[src/rtl/sram_port_arbiter_pkg.sv]
// Shared encodings and defaults for the IF/MEM single-port SRAM arbiter.
package sram_port_arbiter_pkg;

  typedef enum logic [1:0] {
    SRAM_ARB_IDLE  = 2'd0,
    SRAM_ARB_ISSUE = 2'd1,
    SRAM_ARB_WAIT  = 2'd2,
    SRAM_ARB_RESP  = 2'd3
  } arb_state_e;

  typedef enum logic {
    SRAM_OWNER_IF  = 1'b0,
    SRAM_OWNER_MEM = 1'b1
  } arb_owner_e;

  localparam int SRAM_DEFAULT_LAT        = 1;
  localparam int SRAM_DEFAULT_STARVE_MAX = 4;

endpackage

[src/rtl/sram_port_arbiter.sv]
// Arbitrates one single-port SRAM between IF and MEM; fixed LAT+3 cycles per access,
// no pipelining. Waiting requesters are back-pressured through the combinational stallreq.
module sram_port_arbiter
  import sram_port_arbiter_pkg::*;
#(
  parameter int LAT        = SRAM_DEFAULT_LAT,
  parameter int STARVE_MAX = SRAM_DEFAULT_STARVE_MAX
) (
  input  logic        clk,
  input  logic        rst,
  input  logic        if_req,
  input  logic [31:0] if_addr,
  output logic [31:0] if_rdata,
  output logic        if_rvalid,
  input  logic        mem_req,
  input  logic [3:0]  mem_wen,
  input  logic [31:0] mem_addr,
  input  logic [31:0] mem_wdata,
  output logic [31:0] mem_rdata,
  output logic        mem_rvalid,
  output logic        stallreq,
  output logic        sram_en,
  output logic [3:0]  sram_wen,
  output logic [31:0] sram_addr,
  output logic [31:0] sram_wdata,
  input  logic [31:0] sram_rdata
);

  localparam logic [2:0] LAT_W    = 3'(LAT);
  localparam logic [3:0] STARVE_W = 4'(STARVE_MAX);

  arb_state_e  r_state;
  arb_state_e  w_next_state;
  arb_owner_e  r_owner;
  logic [31:0] r_addr;
  logic [3:0]  r_wen;
  logic [31:0] r_wdata;
  logic [2:0]  r_wait_cnt;
  logic [3:0]  r_starve_cnt;
  logic [31:0] r_rdata;
  logic [31:0] r_addr_hold;
  logic [31:0] r_wdata_hold;

  logic w_grant;
  logic w_grant_if;
  logic w_issue;
  logic w_resp;

  always_comb begin
    w_next_state = r_state;
    w_grant      = 1'b0;
    w_grant_if   = 1'b0;
    case (r_state)
      SRAM_ARB_IDLE: begin
        if (if_req || mem_req) begin
          w_grant      = 1'b1;
          // IF only beats a concurrent MEM request once MEM has starved it long enough
          w_grant_if   = if_req && (!mem_req || (r_starve_cnt == STARVE_W));
          w_next_state = SRAM_ARB_ISSUE;
        end
      end
      SRAM_ARB_ISSUE: w_next_state = SRAM_ARB_WAIT;
      SRAM_ARB_WAIT: begin
        if (r_wait_cnt == 3'd1) w_next_state = SRAM_ARB_RESP;
      end
      SRAM_ARB_RESP: w_next_state = SRAM_ARB_IDLE;
      default: w_next_state = SRAM_ARB_IDLE;
    endcase
  end

  always_ff @(posedge clk or negedge rst) begin
    if (!rst) begin
      r_state      <= SRAM_ARB_IDLE;
      r_owner      <= SRAM_OWNER_IF;
      r_addr       <= '0;
      r_wen        <= '0;
      r_wdata      <= '0;
      r_wait_cnt   <= '0;
      r_starve_cnt <= '0;
      r_rdata      <= '0;
      r_addr_hold  <= '0;
      r_wdata_hold <= '0;
    end else begin
      r_state <= w_next_state;

      if (w_grant) begin
        r_owner <= w_grant_if ? SRAM_OWNER_IF : SRAM_OWNER_MEM;
        r_addr  <= w_grant_if ? if_addr : mem_addr;
        r_wen   <= w_grant_if ? 4'd0 : mem_wen;
        r_wdata <= w_grant_if ? r_wdata : mem_wdata;
        if (w_grant_if) begin
          r_starve_cnt <= '0;
        end else if (if_req && (r_starve_cnt != STARVE_W)) begin
          r_starve_cnt <= r_starve_cnt + 4'd1;
        end
      end

      if (r_state == SRAM_ARB_ISSUE) begin
        r_wait_cnt   <= LAT_W;
        r_addr_hold  <= r_addr;
        r_wdata_hold <= r_wdata;
      end else if (r_state == SRAM_ARB_WAIT) begin
        r_wait_cnt <= r_wait_cnt - 3'd1;
      end

      // Stores leave the last load data untouched
      if ((r_state == SRAM_ARB_WAIT) && (r_wait_cnt == 3'd1) && (r_wen == 4'd0)) begin
        r_rdata <= sram_rdata;
      end
    end
  end

  assign w_issue = (r_state == SRAM_ARB_ISSUE);
  assign w_resp  = (r_state == SRAM_ARB_RESP);

  assign sram_en    = w_issue;
  assign sram_wen   = w_issue ? r_wen : 4'd0;
  assign sram_addr  = w_issue ? r_addr : r_addr_hold;
  assign sram_wdata = w_issue ? r_wdata : r_wdata_hold;

  assign if_rvalid  = w_resp && (r_owner == SRAM_OWNER_IF);
  assign mem_rvalid = w_resp && (r_owner == SRAM_OWNER_MEM);
  assign if_rdata   = if_rvalid ? r_rdata : 32'd0;
  assign mem_rdata  = mem_rvalid ? r_rdata : 32'd0;

  // Gated by rst so every output reads 0 while reset is held
  assign stallreq = rst && ((if_req && !if_rvalid) || (mem_req && !mem_rvalid));

endmodule
[config.mk]
export PLATFORM = sky130hd
export DESIGN_NAME = sram_port_arbiter
export DESIGN_NICKNAME = d
export VERILOG_FILES = /design/src/rtl/sram_port_arbiter_pkg.sv /design/src/rtl/sram_port_arbiter.sv
export SDC_FILE = /design/constraint.sdc
export NUM_CORES = 1
export LEC_CHECK = 0
export CAP_MARGIN = 40
export CORE_MARGIN = 5
export CORE_UTILIZATION = 47
export CTS_BUF_LIST = sky130_fd_sc_hd__clkbuf_4 sky130_fd_sc_hd__clkbuf_8
export CTS_CLUSTER_SIZE = 14
export DETAILED_ROUTE_END_ITERATION = 16
export PLACE_DENSITY_LB_ADDON = 0.1
export RECOVER_POWER = 50
export SYNTH_ARGS = -nofsm -noshare
export SYNTH_HDL_FRONTEND = slang
export SYNTH_SLANG_ARGS = --single-unit
[constraint.sdc]
create_clock -name clk -period 2.41 [get_ports clk]
set_input_delay 0.241 -clock clk [delete_from_list [all_inputs] [get_ports clk]]
set_output_delay 0.241 -clock clk [all_outputs]
set_load 0.005 [all_outputs]
Word-level counts from Yosys, hierarchy flattened
Cells that the tools add are included.
Widths: inputs -> output; s select.
- bits in registers: 174
- input bits: 136
- bitwise gates (word level): 2
- equality and inequality tests: 8
- add/subtract/negate cells: 2
- multiplexer cells: 19
- reductions and logical operators: 22
- operator list (cell ; number):
    $mux 32 ; 5
    $mux 4 ; 4
    $logic_and 1x1->1 ; 9
    $pmux 2 s4 ; 1
    $mux 3 ; 2
    $reduce_and 2->1 ; 3
    $mux 1 ; 5
    $add 4x1->4 const B ; 1
    $eq 2x2->1 const B ; 2
    $eq 4x3->1 const B ; 1
    $logic_not 4->1 ; 1
    $mux 2 ; 2
    $ne 4x3->1 const B ; 1
    $reduce_bool 2->1 ; 2
    $eq 3x1->1 const B ; 1
    $logic_not 1->1 ; 3
    $logic_or 1x1->1 ; 3
    $sub 3x1->3 const B ; 1
    $eq 2x1->1 const B ; 1
    $logic_not 2->1 ; 1
    $ne 2x1->1 const B ; 1
    $ne 2x2->1 const B ; 1
    $not 1->1 ; 2

Longest topological paths before layout
- depth in word-level cells: 7
- depth in mapped cells: 7
- gate-level depth less buffers: 5

Least setup slack after synthesis
No wires, ideal clock.
- kind: register -> output
- start: reg r_state[1]
- end: out sram_addr[24]
- data required time: 2.169 ns
- arrival: 1.486 ns
- slack: 0.683 ns
- stages on the path, launching flop included: 6
- buffers on the path: 2
- cell sequence: dfrtp_1 > inv_1 > ha_1 > clkbuf_1 > clkbuf_1 > mux2_2
- word-level cells in the longest chain between the ends: 2
- ends and longest elaborated chain (what ; RTL line ; text):
    start: declaration ; sram_port_arbiter.sv:32 ; arb_state_e r_state;
    start signal: assignment ; sram_port_arbiter.sv:84 ; r_state <= w_next_state;
    $eq 2x1->1 ; sram_port_arbiter.sv:113 ; assign w_issue = (r_state == SRAM_ARB_ISSUE);
    named net sram_en ; sram_port_arbiter.sv:22 ; output logic sram_en,
    $mux 32 ; -- ;
    end: declaration ; sram_port_arbiter.sv:24 ; output logic [31:0] sram_addr,
The timed path passes the listed nets, and every way through them passes these cells.

Final worst setup path
- start: reg r_state[0]
- end: out if_rdata[23]
- word-level cells in the longest chain between the ends: 3
- ends and longest elaborated chain (what ; RTL line ; text):
    $eq 2x2->1 ; sram_port_arbiter.sv:114 ; assign w_resp = (r_state == SRAM_ARB_RESP);
    $logic_and 1x1->1 ; sram_port_arbiter.sv:121 ; assign if_rvalid = w_resp && (r_owner == SRAM_OWNER_IF);
    $mux 32 ; sram_port_arbiter.sv:123 ; assign if_rdata = if_rvalid ? r_rdata : 32'd0;
    end: declaration ; sram_port_arbiter.sv:13 ; output logic [31:0] if_rdata,
No other way between the ends.

==> reports/metrics.cfg <==
[setup_path]
critPathMaxFanout = 14
critPathKind = register to primary output
end_kind = primary output
start_kind = register
critPathArrivalTime_ns = 2.13
required_ns = 2.17

[clocking]
cts.sinks = 174
clk_pin_slew_ns = 0.09
cts_tree = built
clock_path_buffers = 2
cts_hold_buffers = 0
htree_levels = 4
clock_latency_ns = 0.45
cts_buffers = 17
cts_root_buf = clkbuf_8

[placement]
dp_hpwl_mm = 14.9
gp_congestion = 0.803
pre_cts_ws_ns = 0.230
dpl-instance-area_sq_um = 10700
post-place-cells = 1016
io_buffers = 271

[global_route]
grt_pass1_vias = 6121
grt-ovfl-total = 0
grt_max_degree = 175
grt_pass1_wl_mm = 32.9
grt_usage = 0.224
grt_antenna_before_repair = 1

[run]
cap_violations = 1

[sta]
hold_viol_final = 0
whs_ns = 0.243
maxSlewViolCount = 175
fin_crit_sh = 0.984
setup_viol = 0
finClkSkew_ns = 0.0129
tightest_slew_ns = 2.21
max_freq_mhz = 422
relSlewSlack = -0.476
fin_ws_ns = 0.0391
setup_tns_ns = 0
min_period_ns = 2.37
rsz0062_at_grt = true

[yosys]
ys_types = 37
synth_cells = 554
synthArstFlopShare = 1.00
synth_seq_cells = 174
synth_edf_count = 0
synth.avg_cell_area_sq_um = 13.9
synth_flop_cell = dfrtp_1
syn_nets = 698
yosysSeqAreaShare = 0.566
synth_warnings = 0
syn-cell-area_sq_um = 7690

[finish]
stdcell_area_sq_um = 11200
fillers = 1132
diodes = 0
drive_gt1_frac = 0.233
layout.nets = 983
fin_cells = 1067
area_growth_syn_to_layout_pct = 46.0

[outcome]
status = complete, but fails checks
violations = capacitance limit, slew limit

[floorplan]
num_rows = 46
die_y_um = 138
pin_count = 272
die_w_um = 138
start_util = 0.482
die_area_sq_um = 19000
core_sq_um = 15900

[power]
p_leak_uw = 0.00505
peakVddDrop_uv = 840
power_density_nw_per_um2 = 1200

[drt]
routed-via-count = 5672
avgRoutedWirePerCell_um = 20.0
wl_mm = 21.3
drt_drc_violations_left = 0
drt.antenna.violating_nets = 0
drtIter0Drc = 244
dr.pass1.iters = 4
routed_via_density = 5.32

[min_path]
min_path_type = input pin to register

worst max-delay path, stage by stage (launching register included):
cell and delay [ns]:
dfrtp_1 0.43, ha_1 0.22, nor2b_4 0.20, buf_4 0.19, and2_1 0.15, clkdlybuf4s50_1 0.50
where the power goes:
part / leakage (uW) / internal, uW / switching [uW]
Clock: 0.000195 / 983 / 1060
Sequential: 0.00210 / 4380 / 729
Combinational: 0.00275 / 3820 / 2540
Total: 0.00505 / 9180 / 4330
metal layers:
layer / routed length (um) / GRT usage / vias to the layer above
met1: 8220 / 0.267 / 2830
met4: 452 / 0.0587 / 2
met2: 10700 / 0.382 / 202
met5: 11 / 0 / -
li1: - / - / 2608
met3: 1930 / 0.0845 / 30
cell usage after synthesis, types with 7 or more instances:
cell type  count  area [sq um]
dfrtp_1      174          4350
mux2_2       118          1330
and2_1        36           225
a221o_1       32           320
and3_1        32           200
o2111a_1      32           360
buf_2         18          90.1
nand2_1       18          67.6
clkbuf_1      17          63.8
inv_1         10          37.5
mux2_4         9           135
ha_1           8           100
buf_6          7          78.8
o21ai_0        7          35.0
registers in the layout, summed over array words and instances (netlist names):
signal	cells
r_wait_cnt	3
r_addr	32
r_wdata	32
r_rdata	32
r_wen	4
r_state	2
r_starve_cnt	4
r_addr_hold	32
r_wdata_hold	32
r_owner	1
area by class of cell:
type	count	area, sq um	share of cell area
clock inverters	11	134	0.0119
multi-input cells	323	3070	0.273
inverters	12	45.0	0.00401
flip-flops and latches	174	4350	0.388
well taps	216	270	0.0241
clock buffers	20	263	0.0234
repair buffers	311	3090	0.275
path summary, 6_finish.rpt:
| path | start | end | slack, ns | depth (start not counted) |
|---|---|---|---|---|
| min in group asynchronous | rst | r_addr[9] | 0.56 | 2 |
| setup / recovery | r_state[0] | if_rdata[23] | 0.04 | 5 |
| max in group asynchronous | rst | r_addr[18] | 0.36 | 2 |
| hold / removal | mem_req | r_starve_cnt[1] | 0.24 | 3 |
| setup reg to reg | r_state[0] | r_addr[17] | 0.33 | 7 |
| hold reg to reg | r_wdata_hold[25] | r_wdata_hold[25] | 0.49 | 1 |
through the flow:
stage,util,total power (uW)
after floorplan,-,8260
after global placement,0.668,11400
after detailed placement,0.669,11700
after CTS,0.700,13600
after global routing,0.704,14400
final,0.704,13500
cell usage in the layout (no fill, tap or decap), drive strengths merged, types with 2 or more instances in the layout:
cell             n
dlymetal6s2s     8
o22ai            2
a21oi            2
clkinvlp         3
buf             38
clkdlybuf4s50  205
dfrtp          174
and2            36
o21ai            9
nor2             4
nand2           18
ha               8
inv             16
clkbuf          27
nand3            3
o2111a          32
clkinv           2
a221o           32
or3              2
mux2           130
clkdlybuf4s15   10
dlygate4sd2     43
bufinv           2
and3            32
kinds of logic after synthesis:
logic type,synth area share
buffers and inverters,0.0391
muxes,0.195
and+or+nand+nor,0.0776
DFF,0.566
adders and majority gates,0.0130
AOI/OAI and AO/OA,0.109
timing repair:
action                     4_1_cts  5_1_grt
gates cloned                     1        1
buffers inserted                16        3
setup endpoints to repair       98       57
resized for setup               62       28
(Power assumes the default switching activity.)
